## src/rtl/clock_pkg.sv

```systemverilog
// Shared time-of-day types and limits for the clock datapath and the
// 7-segment display driver.
//   H_MAX/M_MAX/S_MAX : last legal value of each field (inclusive)
//   hour_t/min_t/sec_t: field types (5/6/6 bits)
//   *_inc             : modulo increment that compares to the MAX constant
//                       instead of relying on binary wrap of the field
package clock_pkg;

  localparam int unsigned H_MAX = 23;
  localparam int unsigned M_MAX = 59;
  localparam int unsigned S_MAX = 59;

  typedef logic [4:0] hour_t;
  typedef logic [5:0] min_t;
  typedef logic [5:0] sec_t;

  function automatic hour_t hour_inc(input hour_t v);
    return (v >= hour_t'(H_MAX)) ? '0 : v + 1'b1;
  endfunction

  function automatic min_t min_inc(input min_t v);
    return (v >= min_t'(M_MAX)) ? '0 : v + 1'b1;
  endfunction

  function automatic sec_t sec_inc(input sec_t v);
    return (v >= sec_t'(S_MAX)) ? '0 : v + 1'b1;
  endfunction

endpackage

```

## src/rtl/key_debounce.sv

```systemverilog
// Push-button conditioner: 2-flop synchroniser, stability counter and
// falling-edge detector for one active-low raw KEY pin.
//   clk   : board clock
//   rst   : synchronous reset, active-high (button treated as released)
//   key_n : raw asynchronous key level, active-low
//   press : one-cycle pulse when a press (1->0) is accepted
// A new level is accepted only after DEBOUNCE_CYCLES consecutive synchronised
// samples that differ from the currently accepted level; any sample equal to
// the accepted level restarts the count. Releases are accepted silently.
module key_debounce #(
  parameter int unsigned DEBOUNCE_CYCLES = 1_000_000
) (
  input  logic clk,
  input  logic rst,
  input  logic key_n,
  output logic press
);

  localparam int unsigned CW = (DEBOUNCE_CYCLES > 1) ? $clog2(DEBOUNCE_CYCLES) : 1;
  localparam logic [CW-1:0] CNT_LAST = CW'(DEBOUNCE_CYCLES - 1);

  logic          sync1;
  logic          sync2;
  logic          stable;
  logic [CW-1:0] cnt;

  always_ff @(posedge clk) begin
    if (rst) begin
      sync1  <= 1'b1;
      sync2  <= 1'b1;
      stable <= 1'b1;
      cnt    <= '0;
      press  <= 1'b0;
    end else begin
      sync1 <= key_n;
      sync2 <= sync1;
      press <= 1'b0;
      if (sync2 != stable) begin
        if (cnt == CNT_LAST) begin
          stable <= sync2;
          cnt    <= '0;
          press  <= ~sync2;
        end else begin
          cnt <= cnt + 1'b1;
        end
      end else begin
        cnt <= '0;
      end
    end
  end

endmodule

```

## src/rtl/timekeeper.sv

```systemverilog
// Time-of-day source for the DE10-lite clock display.
//   clk      : board clock (MAX10_CLK1_50)
//   rst      : synchronous reset, active-high
//   key_h_n  : raw active-low KEY, press = hour +1
//   key_m_n  : raw active-low KEY, press = minute +1 (clears s and prescaler)
//   hold     : freeze prescaler and seconds; set keys keep working
//   h/m/s    : registered time of day
//   dot      : active-low half-second dot (0 = lit), forced dark under hold
//   tick_1hz : one-cycle pulse on every seconds increment
module timekeeper
  import clock_pkg::*;
#(
  parameter int unsigned CLK_HZ          = 50_000_000,
  parameter int unsigned DEBOUNCE_CYCLES = 1_000_000
) (
  input  logic  clk,
  input  logic  rst,
  input  logic  key_h_n,
  input  logic  key_m_n,
  input  logic  hold,
  output hour_t h,
  output min_t  m,
  output sec_t  s,
  output logic  dot,
  output logic  tick_1hz
);

  localparam int unsigned PW = (CLK_HZ > 1) ? $clog2(CLK_HZ) : 1;
  localparam logic [PW-1:0] PRE_MAX = PW'(CLK_HZ - 1);
  localparam logic [PW-1:0] HALF    = PW'(CLK_HZ / 2);

  logic          press_h;
  logic          press_m;
  logic          pend_h;
  logic          pend_m;
  logic          want_h;
  logic          want_m;
  logic          tick_now;
  logic [PW-1:0] pre;
  logic [PW-1:0] pre_nxt;

  key_debounce #(.DEBOUNCE_CYCLES(DEBOUNCE_CYCLES)) u_deb_h (
    .clk   (clk),
    .rst   (rst),
    .key_n (key_h_n),
    .press (press_h)
  );

  key_debounce #(.DEBOUNCE_CYCLES(DEBOUNCE_CYCLES)) u_deb_m (
    .clk   (clk),
    .rst   (rst),
    .key_n (key_m_n),
    .press (press_m)
  );

  // A set request is either a fresh pulse or one parked by a tick edge;
  // it is applied only on a non-tick edge, so the two never meet in h/m/s.
  always_comb begin
    tick_now = ~hold && (pre == PRE_MAX);
    want_h   = press_h | pend_h;
    want_m   = press_m | pend_m;
    pre_nxt  = pre;
    if (tick_now) begin
      pre_nxt = '0;
    end else if (want_m) begin
      pre_nxt = '0;
    end else if (!hold) begin
      pre_nxt = pre + 1'b1;
    end
  end

  always_ff @(posedge clk) begin
    if (rst) begin
      h        <= '0;
      m        <= '0;
      s        <= '0;
      pre      <= '0;
      dot      <= 1'b1;
      tick_1hz <= 1'b0;
      pend_h   <= 1'b0;
      pend_m   <= 1'b0;
    end else begin
      pre      <= pre_nxt;
      tick_1hz <= tick_now;
      // Computed from the next prescaler value so dot lines up with pre.
      dot      <= hold | (pre_nxt >= HALF);
      pend_h   <= tick_now & want_h;
      pend_m   <= tick_now & want_m;
      if (tick_now) begin
        s <= sec_inc(s);
        if (s >= sec_t'(S_MAX)) begin
          m <= min_inc(m);
          if (m >= min_t'(M_MAX)) begin
            h <= hour_inc(h);
          end
        end
      end else begin
        if (want_h) begin
          h <= hour_inc(h);
        end
        if (want_m) begin
          m <= min_inc(m);
          s <= '0;
        end
      end
    end
  end

endmodule

```

## config.mk

```make
export PLATFORM = sky130hd
export DESIGN_NAME = timekeeper
export DESIGN_NICKNAME = d
export VERILOG_FILES = /design/src/rtl/clock_pkg.sv /design/src/rtl/key_debounce.sv /design/src/rtl/timekeeper.sv
export SDC_FILE = /design/constraint.sdc
export NUM_CORES = 1
export LEC_CHECK = 0
export CAP_MARGIN = 15
export CORE_MARGIN = 2
export CORE_UTILIZATION = 54
export CTS_CLUSTER_DIAMETER = 30
export DETAILED_ROUTE_END_ITERATION = 12
export PLACE_DENSITY = 0.76
export SYNTH_ARGS = -nofsm -noshare
export SYNTH_HDL_FRONTEND = slang
export SYNTH_HIERARCHICAL = 1
export SYNTH_SLANG_ARGS = --single-unit
```

## constraint.sdc

```tcl
create_clock -name clk -period 2.1 [get_ports clk]
set_input_delay 0.42 -clock clk [delete_from_list [all_inputs] [get_ports clk]]
set_output_delay 0.42 -clock clk [all_outputs]
set_load 0.005 [all_outputs]
```

==> results of run 1 <==
synthesized netlist by cell type, types with 5 or more instances:
master	n	area (um^2)
a21oi_1	18	90.09
and3_1	12	75.07
and4_1	10	87.58
buf_2	5	25.02
buf_6	10	112.6
dfxtp_1	95	1902
ha_1	6	75.07
inv_1	7	26.28
nand2_1	31	116.4
nand3_1	25	125.1
nand4_1	28	175.2
nor2_1	81	304.0
nor3_1	10	50.05
nor4_1	9	56.30
o21ai_0	19	95.09
o31ai_1	5	37.54
or2_2	6	37.54
or3_1	7	43.79
or4_1	7	52.55
xnor2_1	30	262.8
xor2_1	29	254.0
layout make-up:
cell class / instances / area (um^2) / share of cell area (%)
tap: 105 / 131.4 / 2.309
clock inverter: 7 / 92.59 / 1.627
multi-input combinational: 397 / 2655 / 46.67
timing repair buffer: 86 / 734.5 / 12.91
sequential: 95 / 1922 / 33.78
clock buffer: 9 / 123.9 / 2.177
inverter: 8 / 30.03 / 0.5278
sequential cells by signal (all words and copies together), names as in the netlist:
name and cells:
dot 1, h 5, m 6, pend_h 1, pend_m 1, pre 26, s 6, tick_1hz 1
u_deb_h/cnt 20, u_deb_h/press 1, u_deb_h/stable 1, u_deb_h/sync1 1, u_deb_h/sync2 1, u_deb_m/cnt 20, u_deb_m/press 1, u_deb_m/stable 1
u_deb_m/sync1 1, u_deb_m/sync2 1
kinds of logic (layout without fill, tap and decap cells):
kind of cell	after synthesis	count (layout)	synth area share (%)
xor+xnor	59	59	11.13
simple gates	263	263	31.90
flops	95	95	40.95
mux	4	4	0.8890
fa+ha+maj	6	6	1.616
compound gates	65	65	9.160
buf+inv	30	110	4.364
stage by stage:
stage	setup slack [ns]	TNS [ns]
finish	0.007496	0
global route	-0.05731	-0.2097
CTS	0.002364	0
detailed placement	-0.4326	-15.11
global placement	-0.3780	-11.87
floorplan	0.01019	0
how the worst min path moves through the flow:
stage | start | end | slack (ns) | cells after the start
3_3_place_gp | u_deb_m/sync1 | u_deb_m/sync2 | 0.39 | 1
2_1_floorplan | u_deb_h/sync1 | u_deb_h/sync2 | 0.39 | 1
4_1_cts | u_deb_h/sync1 | u_deb_h/sync2 | 0.42 | 1
5_1_grt | u_deb_h/sync1 | u_deb_h/sync2 | 0.43 | 1
3_5_place_dp | u_deb_h/sync1 | u_deb_h/sync2 | 0.39 | 1
6_report | u_deb_h/sync1 | u_deb_h/sync2 | 0.42 | 1
worst max-delay path: stages (launching register included):
cell and delay, ns:
dfxtp_2 0.37, nor4bb_1 0.37, nand4_1 0.27, o31ai_4 0.32
buf_4 0.22, nor2_1 0.09, o21ai_0 0.23, o31ai_1 0.10
cells in the final DEF, fill, tap and decap left out, types with 3 or more instances in the layout:
cell / instances
and3_1: 11
mux2i_1: 3
or4_1: 7
nand2_4: 3
o211ai_1: 3
or2_2: 6
nor3_1: 8
o21ai_0: 19
nand4_1: 28
o31ai_1: 5
nor2_1: 81
dfxtp_1: 83
nand4b_1: 3
nor4_1: 3
or3_1: 7
a21oi_1: 18
and4_1: 9
dfxtp_2: 10
clkdlybuf4s50_1: 22
nor4_2: 6
o2111ai_1: 3
xor2_1: 29
nand2_1: 31
nand3_1: 24
ha_1: 4
xnor2_1: 30
clkbuf_8: 9
a31oi_1: 4
buf_4: 60
inv_1: 7
timing repair:
item | CTS | global route
pin swaps | 0 | 5
buffers inserted | 0 | 8
setup endpoints to repair | 7 | 29
resized for setup | 2 | 35
hold endpoints to repair | 0 | 0
cloned | 0 | 0
where the power goes:
group | internal [uW] | total (uW) | switching (uW)
registers | 1810 | 1820 | 9.27
clock network | 579 | 1290 | 712
logic | 41.6 | 84.1 | 42.5
total | 2430 | 3190 | 764
routing by layer:
metal | wire, um | track usage, %
met1 | 4399 | 28.02
met4 | 293 | 10.51
met2 | 4941 | 35.52
met5 | 0 | 0
met3 | 539 | 3.902
==> impl_metrics.py, run 1 <==
metrics = {
    "synthesis": {
        "syn_inst": 522,
        "syn_area_per_cell_um2": 8.897,
        "synth_nets": 533,
        "synth_seq_cells": 95,
        "ys.flop_type": "dfxtp_1",
        "syn_area_um2": 4644,
        "synth_edf_count": 0,
        "yosysUniqueCellTypes": 60,
        "yosysWarnings": 6,
        "ys_async_sr_fraction_pct": 0,
        "ys_seq_area_share_pct": 40.95,
    },
    "cts": {
        "clockBufferDepth": 2,
        "tritoncts": "yes",
        "clk_pin_slew_worst_paths_ns": 0.11,
        "cts.sinks": 95,
        "insertion_delay_ns": 0.38,
        "cts_hold_buf": 0,
        "clockRootBuffer": "clkbuf_8",
        "numCtsBuffers": 9,
        "h-tree-depth": 3,
    },
    "run_status": {
        "outcome": "complete, no violations",
    },
    "timing": {
        "fin_skew_ns": 0.01287,
        "setup_viol": 0,
        "holdWs_ns": 0.4163,
        "tightestPinTransition_ns": 0.3418,
        "hold_viol_final": 0,
        "min_period_over_period_pct": 99.64,
        "rsz0062_at_grt": "yes",
        "timing.fmax_mhz": 477.9,
        "slew_violations": 0,
        "slew_headroom_pct": 76.90,
        "min_period_ns": 2.093,
    },
    "worst_setup_path": {
        "r2r-start": "pre[25]",
        "endpoint_kind": "flip-flop",
        "reg2reg_depth": 7,
        "regToRegSetupSlack_ns": 0.007,
        "crit_start": "pre[25]",
        "worstSetupStartpointType": "flip-flop",
        "endpoint": "s[4]",
        "critPathMaxFanout": 8,
        "critPathKind": "reg -> reg",
        "critPathArrivalTime_ns": 2.36,
        "r2r_end": "s[4]",
        "cp.required_ns": 2.37,
    },
    "global_routing": {
        "grt_pass1_wl_um": 17270,
        "antenna_found_initial": 0,
        "grt_pass1_vias": 3823,
        "grt_usage_pct": 21.82,
        "grt_max_degree": 26,
        "grt_overflow": 0,
    },
    "floorplan": {
        "core_um2": 8258,
        "ioPinCount": 24,
        "num_rows": 33,
        "dieArea_um2": 9359,
        "initial_utilization_pct": 56.24,
        "die_y_um": 96.74,
        "die_w_um": 96.74,
    },
    "detailed_routing": {
        "wl_per_cell_um": 14.39,
        "avgViaCountPerCell": 5.849,
        "drtIter0Drc": 164,
        "dr_total_vias": 4135,
        "ant_nets": 0,
        "drc": 0,
        "first_pass_iters": 5,
        "wl_um": 10170,
    },
    "cells_and_area": {
        "n_antenna_cell": 0,
        "final_util_pct": 68.89,
        "fin_cells": 707,
        "fillerInstances": 646,
        "layout.nets": 608,
        "drive_gt1_share_pct": 23.09,
        "fin_area_um2": 5689,
        "syn_to_final_growth_pct": 22.49,
    },
    "flow_run": {
        "max_cap_violations": 0,
    },
    "power_and_ir_drop": {
        "p_total_uw": 3194,
        "peakVddDrop_v": 0.0005696,
        "p_per_area_nw_per_um2": 561.4,
        "p_leak_uw": 0.001993,
    },
    "placement": {
        "placedInstanceArea_um2": 5271,
        "gp_congestion": 0.8418,
        "hpwl_um": 7093,
        "io_buffers": 23,
        "dp_cells": 683,
    },
    "worst_hold_path": {
        "hold_class": "reg -> reg",
    },
}
Note: power is estimated with default switching activity, not from simulation.
==> run 2: changes to the inputs <==
--- a/config.mk
+++ b/config.mk
@@ -7,10 +7,11 @@
 export LEC_CHECK = 0
 export CAP_MARGIN = 15
 export CORE_MARGIN = 2
-export CORE_UTILIZATION = 54
+export CORE_UTILIZATION = 56
+export CTS_BUF_LIST = sky130_fd_sc_hd__clkbuf_4 sky130_fd_sc_hd__clkbuf_8
 export CTS_CLUSTER_DIAMETER = 30
 export DETAILED_ROUTE_END_ITERATION = 12
-export PLACE_DENSITY = 0.76
+export PLACE_DENSITY = 0.78
 export SYNTH_ARGS = -nofsm -noshare
 export SYNTH_HDL_FRONTEND = slang
 export SYNTH_HIERARCHICAL = 1
==> impl_metrics.py, run 2 (synthesized netlist as in run 1, its figures left out) <==
metrics = {
    "timing": {
        "hold_viol_final": 0,
        "timing.fmax_mhz": 483.4,
        "tightestPinTransition_ns": 0.4679,
        "min_period_over_period_pct": 98.50,
        "holdWs_ns": 0.4259,
        "finalWorstSetupSlack_ns": 0.03152,
        "slew_violations": 0,
        "fin_skew_ns": 0.01360,
        "setup_viol": 0,
        "slew_headroom_pct": 68.52,
        "rsz0062_at_grt": "yes",
        "min_period_ns": 2.068,
    },
    "cells_and_area": {
        "n_antenna_cell": 0,
        "syn_to_final_growth_pct": 19.88,
        "mostFrequentLayoutCells": "dfxtp_1, nor2_1, buf_4, nand2_1, xnor2_1",
        "regMostFlops": "pre",
        "drive_gt1_share_pct": 20.88,
        "fin_area_um2": 5568,
        "largest_register_ff_count": 26,
        "reg_top3": "pre x26, u_deb_h/cnt x20, u_deb_m/cnt x20",
        "fillerInstances": 625,
        "mostFrequentLayoutCell": "dfxtp_1",
        "layout.nets": 600,
    },
    "floorplan": {
        "num_rows": 33,
        "die_w_um": 95.07,
        "core_um2": 8134,
        "dieArea_um2": 9038,
        "initial_utilization_pct": 57.10,
        "die_y_um": 95.07,
        "ioPinCount": 24,
    },
    "flow_run": {
        "max_cap_violations": 0,
    },
    "power_and_ir_drop": {
        "intPower_uw": 2302,
        "p_per_area_nw_per_um2": 547.4,
        "p_leak_uw": 0.001932,
        "seq_power_share_pct": 59.7,
        "swShare_pct": 24.48,
        "p_sw_uw": 746.1,
        "clkPwrFrac_pct": 37.9,
        "peakVddDrop_v": 0.0004038,
        "p_comb_share_pct": 2.4,
    },
    "detailed_routing": {
        "dr_total_vias": 4192,
        "wl_per_cell_um": 14.99,
        "avgViaCountPerCell": 5.997,
        "drtIter0Drc": 306,
        "drc": 0,
        "wl_um": 10480,
        "ant_nets": 0,
        "first_pass_iters": 4,
    },
    "cts": {
        "clk_pin_slew_worst_paths_ns": 0.10,
        "numCtsBuffers": 9,
        "h-tree-depth": 3,
        "clockBufferDepth": 2,
        "clockRootBuffer": "clkbuf_8",
        "cts.sinks": 95,
        "cts_hold_buf": 0,
        "tritoncts": "yes",
        "insertion_delay_ns": 0.37,
    },
    "worst_setup_path": {
        "regToRegSetupSlack_ns": 0.03,
        "r2r-start": "pre[0]",
        "endpoint_kind": "flip-flop",
        "cp.required_ns": 2.36,
        "worstSetupStartpointType": "flip-flop",
        "critPathKind": "reg -> reg",
        "critPathMaxFanout": 5,
        "reg2reg_depth": 9,
        "critPathArrivalTime_ns": 2.32,
        "r2r_end": "dot",
    },
    "worst_hold_path": {
        "hold_depth": 1,
        "holdPathEnd": "u_deb_h/sync2",
        "hold_class": "reg -> reg",
        "hold_start": "u_deb_h/sync1",
    },
    "placement": {
        "io_buffers": 23,
        "placedInstanceArea_um2": 5269,
        "pre_cts_slack_ns": -0.4408,
        "hpwl_um": 7134,
        "gp_congestion": 0.8919,
    },
    "global_routing": {
        "grt_overflow": 0,
        "grt_max_degree": 26,
        "grt_usage_pct": 23.98,
        "grt_pass1_vias": 3802,
        "grt_pass1_wl_um": 17110,
        "antenna_found_initial": 0,
    },
    "run_status": {
        "outcome": "complete, no violations",
    },
}
-- run 2: cell types whose count changed in the layout (fill, tap and decap cells not counted), moves of 2 or more --
cell	previous run	this run
buf_4	60	50
clkinv_4	1	5
clkinvlp_4	2	0
dfxtp_2	10	8
nor4_1	3	7
nor4_2	6	2
-- run 2: stage by stage --
step	util, %	cells	total power [uW]	TNS (ns)
floorplan	-	522	1906	0
global placement	64.77	681	1933	-9.710
detailed placement	64.77	681	1935	-10.83
CTS	67.30	697	3085	0
global route	68.45	699	3166	-0.07002
finish	68.45	699	3048	0
-- run 2: worst max-delay path, stage by stage (launching register included) --
cell,delay (ns)
dfxtp_4,0.37
ha_2,0.19
and4b_2,0.23
buf_4,0.16
nor4b_2,0.26
a22oi_1,0.13
a22oi_2,0.21
nor4_2,0.07
o2111ai_1,0.22
a21oi_1,0.12
-- run 2: layout make-up --
class                      count  area [um^2]  area share (%)
multi-input combinational    397         2606           46.81
clock buffer                   9        123.9           2.225
timing repair buffer          78        686.9           12.34
sequential                    95         1923           34.54
clock inverter                 7        66.31           1.191
tap                          105        131.4           2.360
inverter                       8        30.03          0.5393
-- run 2: power by group through the flow --
stage / logic (uW) / clock network [uW] / registers [uW]
2_1_floorplan: 47.3 / 0 / 1860
3_3_place_gp: 71.7 / 0 / 1860
3_5_place_dp: 74.3 / 0 / 1860
4_1_cts: 73.8 / 1190 / 1820
5_1_grt: 81.7 / 1260 / 1820
6_report: 74.3 / 1150 / 1820
-- run 2: repair_timing --
| item | CTS | global route |
|---|---|---|
| endpoints found under the setup margin | 35 | 16 |
| pin swaps | 4 | 8 |
| setup buffers | 0 | 2 |
| resized for setup | 7 | 24 |
| cloned | 0 | 0 |
-- run 2: layer usage --
metal / part of all wire, % / wire [um] / vias up / global-route usage [%]
met2: 50 / 5205 / 137 / 40.73
met3: 5.2 / 547 / 35 / 4.111
met4: 3.1 / 324 / 0 / 11.35
met1: 42 / 4400 / 2002 / 29.52
li1: - / - / 2018 / -
met5: 0 / 0 / - / 0
-- run 2: how the worst max path moves through the flow --
| stage | slack, ns | start | end |
|---|---|---|---|
| finish | 0.03 | pre[0] | dot |
| global route | -0.07 | pre[12] | dot |
| CTS | 0.006 | pre[0] | dot |
| floorplan | 0.01 | hold | m[3] |
| detailed placement | -0.44 | hold | dot |
| global placement | -0.32 | hold | dot |
